==> config.mk <==
export PLATFORM = sky130hd
export DESIGN_NAME = bist_misr_compactor
export DESIGN_NICKNAME = d
export VERILOG_FILES = /design/src/rtl/bist_misr_compactor.sv
export SDC_FILE = /design/constraint.sdc
export NUM_CORES = 1
export LEC_CHECK = 0
export BUFFER_PORTS_ARGS = -buffer_cell sky130_fd_sc_hd__buf_4
export CAP_MARGIN = 5
export CORE_MARGIN = 5
export CORE_UTILIZATION = 45
export CTS_CLUSTER_DIAMETER = 60
export DETAILED_ROUTE_END_ITERATION = 12
export PLACE_DENSITY_LB_ADDON = 0.05
export SETUP_SLACK_MARGIN = 0.02
export SLEW_MARGIN = 15
export SYNTH_ARGS = -nofsm -noshare
export SYNTH_HDL_FRONTEND = slang
export SYNTH_SLANG_ARGS = --single-unit
==> constraint.sdc <==
create_clock -name clk -period 1.75 [get_ports clk]
set_input_delay 0.175 -clock clk [delete_from_list [all_inputs] [get_ports clk]]
set_output_delay 0.175 -clock clk [all_outputs]
set_load 0.01 [all_outputs]
==> src/rtl/bist_misr_compactor.sv <==
// ---------------------------------------------------------------------------
// bist_misr_compactor
// Multiple-input signature register that compacts the core's BIST result
// stream into a signature, then compares the final signature to a golden
// value. Runs in the TCK domain next to the BIST sequencer.
//
// Ports
//   clk           in   TCK, rising-edge
//   rst           in   asynchronous active-high reset
//   start         in   begin a compaction run (pulse)
//   stop          in   end run and freeze signature (pulse)
//   sample_valid  in   sample_data valid this cycle
//   sample_data   in   DATA_W core result sample
//   golden        in   SIG_W expected signature, sampled on entry to DONE
//   signature     out  SIG_W current/final MISR contents
//   sig_valid     out  signature is final (DONE)
//   pass          out  final signature matched golden with no overflow
//   busy          out  run in progress (RUN)
//   sample_count  out  CNT_W saturating count of absorbed samples
//   overflow      out  more samples offered than the counter can hold
// ---------------------------------------------------------------------------
module bist_misr_compactor #(
    parameter int unsigned           DATA_W = 4,
    parameter int unsigned           SIG_W  = 14,
    parameter logic [SIG_W-1:0]      POLY   = 14'h0443,
    parameter logic [SIG_W-1:0]      SEED   = 14'h0001,
    parameter int unsigned           CNT_W  = 8
) (
    input  logic              clk,
    input  logic              rst,
    input  logic              start,
    input  logic              stop,
    input  logic              sample_valid,
    input  logic [DATA_W-1:0] sample_data,
    input  logic [SIG_W-1:0]  golden,
    output logic [SIG_W-1:0]  signature,
    output logic              sig_valid,
    output logic              pass,
    output logic              busy,
    output logic [CNT_W-1:0]  sample_count,
    output logic              overflow
);

    localparam logic [CNT_W-1:0] CNT_MAX = '1;

    typedef enum logic [1:0] {
        ST_IDLE = 2'd0,
        ST_RUN  = 2'd1,
        ST_DONE = 2'd2
    } state_e;

    state_e             state_q, state_d;
    logic [SIG_W-1:0]   sig_q, sig_d;
    logic [CNT_W-1:0]   cnt_q, cnt_d;
    logic               ovf_q, ovf_d;
    logic               pass_q, pass_d;
    logic [SIG_W-1:0]   misr_next;

    // Galois-form MISR step: shift, fold the MSB back through the taps, xor sample in
    always_comb begin
        misr_next = {sig_q[SIG_W-2:0], 1'b0}
                  ^ (sig_q[SIG_W-1] ? POLY : '0)
                  ^ SIG_W'(sample_data);
    end

    // Next-state and datapath control
    always_comb begin
        state_d = state_q;
        sig_d   = sig_q;
        cnt_d   = cnt_q;
        ovf_d   = ovf_q;
        pass_d  = pass_q;

        case (state_q)
            ST_IDLE, ST_DONE: begin
                // start wins over stop outside RUN; a reseed clears the previous verdict
                if (start) begin
                    state_d = ST_RUN;
                    sig_d   = SEED;
                    cnt_d   = '0;
                    ovf_d   = 1'b0;
                    pass_d  = 1'b0;
                end
            end
            ST_RUN: begin
                if (sample_valid) begin
                    sig_d = misr_next;
                    if (cnt_q == CNT_MAX) begin
                        ovf_d = 1'b1;
                    end else begin
                        cnt_d = cnt_q + CNT_W'(1);
                    end
                end
                // A sample on the stop cycle is part of the final signature
                if (stop) begin
                    state_d = ST_DONE;
                    pass_d  = (sig_d == golden) && !ovf_d;
                end
            end
            default: begin
                state_d = ST_IDLE;
            end
        endcase
    end

    // State and datapath registers
    always_ff @(posedge clk or posedge rst) begin
        if (rst) begin
            state_q <= ST_IDLE;
            sig_q   <= '0;
            cnt_q   <= '0;
            ovf_q   <= 1'b0;
            pass_q  <= 1'b0;
        end else begin
            state_q <= state_d;
            sig_q   <= sig_d;
            cnt_q   <= cnt_d;
            ovf_q   <= ovf_d;
            pass_q  <= pass_d;
        end
    end

    assign signature    = sig_q;
    assign sample_count = cnt_q;
    assign overflow     = ovf_q;
    assign pass         = pass_q;
    assign busy         = (state_q == ST_RUN);
    assign sig_valid    = (state_q == ST_DONE);

endmodule
==> results.cfg <==
[run_status]
outcome = finished with violations
violations_in_the_final_reports = negative setup slack

[cts]
tritoncts = built
ctsLongestPathBuffers = 2
tritoncts_sink_count = 26
clkTransAtPathRegs_ns = 0.15
root_buffer = sky130_fd_sc_hd__clkbuf_4
cts.htree.levels = 1
cts_made_buffers = 3
worstSkewPairLatency_ns = 0.33

[route]
wl_per_cell_um = 15.36
vias_per_std_cell = 5.299
firstDrtPassIters = 4
initialDrtViolationCount = 97
drc = 0
via_count = 1595
postRouteAntennaNets = 0
finalWirelength_um = 4624

[yosys]
cells_taking_the_most_area_after_synthesis = sky130_fd_sc_hd__dfrtp_1, sky130_fd_sc_hd__xnor2_1, sky130_fd_sc_hd__xor2_1
syn_nets = 200
synth-edff-count = 0
yosys.area_share.xor_xnor_pct = 16.98
synth-seq-cells = 26
synth_mux_area_share_pct = 3.234
synth_area_leader_cell = sky130_fd_sc_hd__dfrtp_1
ys_warns = 0
synth_top_family_by_area = simple AND/OR/NAND/NOR gates
synthAdderAreaFrac_pct = 0.8084
distinct_cell_type_count_after_synthesis = 32
post_synthesis_simple_gate_area_fraction_pct = 22.39
syn_avg_cell_area_um2 = 8.794
synth.yosys.seq_area_share_pct = 42.04
synth_async_sr_flop_share_pct = 100.0
gate_count_after_technology_mapping = 176
synth_top_cell_area_share_pct = 42.04
ys_dominant_reg_cell = sky130_fd_sc_hd__dfrtp_1
post_synth_instance_area_um2 = 1548
post_synthesis_compound_gate_area_fraction_pct = 11.08

[cells_and_area]
layout-area-overhead-vs-synth_pct = 52.06
post_route_cells_drive_above_1_share_pct = 39.22
final-instance-count-excl-fill = 301
insertedDiodeCount = 0
num-nets-final = 280

[sta]
final_min_period_over_clock_period_pct = 108.9
max-slew-margin-rel_pct = 54.47
minimum_period_implied_by_the_final_worst_setup_slack_ns = 1.905
finalSetupViolCount = 2
fmaxAchievable_mhz = 524.9
worst_slew_pin_slew_ns = 0.6830
rsz_0062_raised_after_global_routing = yes
timing.clock.skew_ns = 0.006509
final_critical_path_setup_slack_ns = -0.1550
final_hold_viol_count = 0
finalHoldWorstSlack_ns = 0.02412
finalMaxSlewViolations = 0
totalNegativeSetupSlack_ns = -0.1742

[floorplanning]
boundaryPins = 49
floorplan.rows = 21
die_h_um = 68.65
die_w_um = 68.65
initial_cell_density_of_the_core_pct = 46.38
fp.dieArea_um2 = 4712
design.core.area_um2 = 3337

[place]
detailedPlacementHpwl_um = 3585
dp.cells = 293
io_buffer_count = 48
gp_congestion = 0.9194

[global_route]
globalRouteMet1Util_pct = 27.31
vias_in_the_first_global_route = 1571
overflow = 0
met2_usage_pct = 34.68
grt_antenna_before_repair = 0
met3_usage_pct = 3.566
globalRoute.busiestLayer = met2
first_pass_grt_wire_length_um = 7327
grt_max_degree = 27
gr-usage-all-layers_pct = 20.93

[setup_path]
crit_path_cell_trace = nand3b_1, a211oi_1, nand4_1, or4_4, o31ai_2
critical_path_arrival_ns = 2.16
worstPathBufferInverterCount = 0
critical_path_peak_fanout = 2
critical-path-slowest-cell = sky130_fd_sc_hd__or4_4
cp_top_family = simple AND/OR/NAND/NOR gates
critPathMaxStageDelay_ns = 0.50
critical_path.endpoint_type = register
timing_worst_setup_path_type = register to register
setup.worst_path.start_class = register
critPathRequiredTime_ns = 2.01

[power]
p_leak_uw = 0.001176
vdd.ir_drop.worst_mv = 0.4868
power.density_cell_area_nw_per_um2 = 819.8

[run]
drv_cap = 0

[min_path]
worstHoldPathType = input port to register
==> flip-flops by register name (all words and copies together) (netlist names) <==
signal	flops
pass	1
state_q	2
sample_count	8
signature	14
overflow	1
==> logic make-up (layout without fill, tap and decap cells) <==
group | count (synthesis) | after routing
muxes | 5 | 5
and+or+nand+nor | 71 | 71
buffers and inverters | 14 | 93
DFF | 26 | 26
xor gates and xnor gates | 30 | 30
adders and majority gates | 1 | 1
AOI/OAI and AO/OA | 29 | 29
==> power by group <==
group / switching (µW) / internal [µW] / total [µW]
logic: 367 / 399 / 766
registers: 63.3 / 673 / 736
clock network: 195 / 232 / 427
==> routing by layer <==
| metal | vias up | routed length [µm] |
|---|---|---|
| met4 | 0 | 37 |
| met1 | 763 | 1962 |
| met3 | 4 | 354 |
| li1 | 759 | - |
| met5 | - | 0 |
| met2 | 69 | 2270 |
==> synth_stat cells, types with 2 or more instances <==
cell type	number
sky130_fd_sc_hd__inv_1	5
sky130_fd_sc_hd__a211oi_1	3
sky130_fd_sc_hd__nand3_1	18
sky130_fd_sc_hd__nand2_1	22
sky130_fd_sc_hd__o21ai_1	9
sky130_fd_sc_hd__mux2i_1	5
sky130_fd_sc_hd__nand3b_1	2
sky130_fd_sc_hd__a31oi_1	3
sky130_fd_sc_hd__dfrtp_1	26
sky130_fd_sc_hd__a21oi_1	6
sky130_fd_sc_hd__xor2_1	11
sky130_fd_sc_hd__clkbuf_1	8
sky130_fd_sc_hd__nor3_1	4
sky130_fd_sc_hd__or4_1	2
sky130_fd_sc_hd__nand2b_1	4
sky130_fd_sc_hd__nor2b_1	3
sky130_fd_sc_hd__o21ai_0	3
sky130_fd_sc_hd__xnor2_1	19
sky130_fd_sc_hd__nor2_1	10
==> cell type report <==
cell class | instances | area (µm²)
Clock buffer | 3 | 22.52
Clock inverter | 1 | 30.03
Fill cell | 281 | 983.4
Inverter | 5 | 18.77
Multi-Input combinational cell | 136 | 915.9
Sequential cell | 26 | 653.1
Tap cell | 46 | 57.56
Timing Repair Buffer | 84 | 655.6
==> worst register-to-register path: stages (launching register included) <==
cell and delay [ns]:
sky130_fd_sc_hd__dfrtp_1 0.41, sky130_fd_sc_hd__nand3b_1 0.20, sky130_fd_sc_hd__a211oi_1 0.37, sky130_fd_sc_hd__nand4_1 0.17, sky130_fd_sc_hd__or4_4 0.50, sky130_fd_sc_hd__o31ai_2 0.17
==> repair_timing <==
action	CTS	global route
hold buffers	2	0
setup endpoints to repair	3	4
pin swaps	3	6
endpoints found under the hold margin	27	0
resized for setup	2	9
buffers inserted	1	1
==> final timing paths <==
kind | start | to | slack, ns | depth (start not counted)
max | state_q[1] | pass | -0.16 | 5
min | start | state_q[1] | 0.02 | 2
max reg2reg | state_q[1] | pass | -0.16 | 5
min reg2reg | pass | pass | 0.57 | 2
max in group asynchronous | rst | signature[3] | 1.03 | 4
min in group asynchronous | rst | signature[13] | 0.44 | 4
==> placed cells by master, fill, tap and decap left out, drive strengths merged, types with 3 or more instances in the layout <==
master / instances
a31oi: 3
nor2: 10
nand3: 18
o21ai: 12
mux2i: 5
nand2: 22
a211oi: 3
buf: 82
nand2b: 4
xor2: 11
xnor2: 19
clkbuf: 3
dfrtp: 26
nor2b: 3
nor3: 4
inv: 5
a21oi: 6
==> stage by stage <==
| stage | setup slack, ns | util [%] | total power [µW] | area [µm²] |
|---|---|---|---|---|
| after floorplan | -0.06239 | - | 1102 | 1570 |
| after global placement | -0.05526 | 66.10 | 1454 | 2206 |
| after detailed placement | -0.1033 | 66.10 | 1472 | 2206 |
| after CTS | -0.1325 | 68.77 | 1916 | 2295 |
| after global routing | -0.2212 | 70.53 | 2044 | 2354 |
| final | -0.1550 | 70.53 | 1929 | 2354 |
Power figures use the tool's default switching activity.
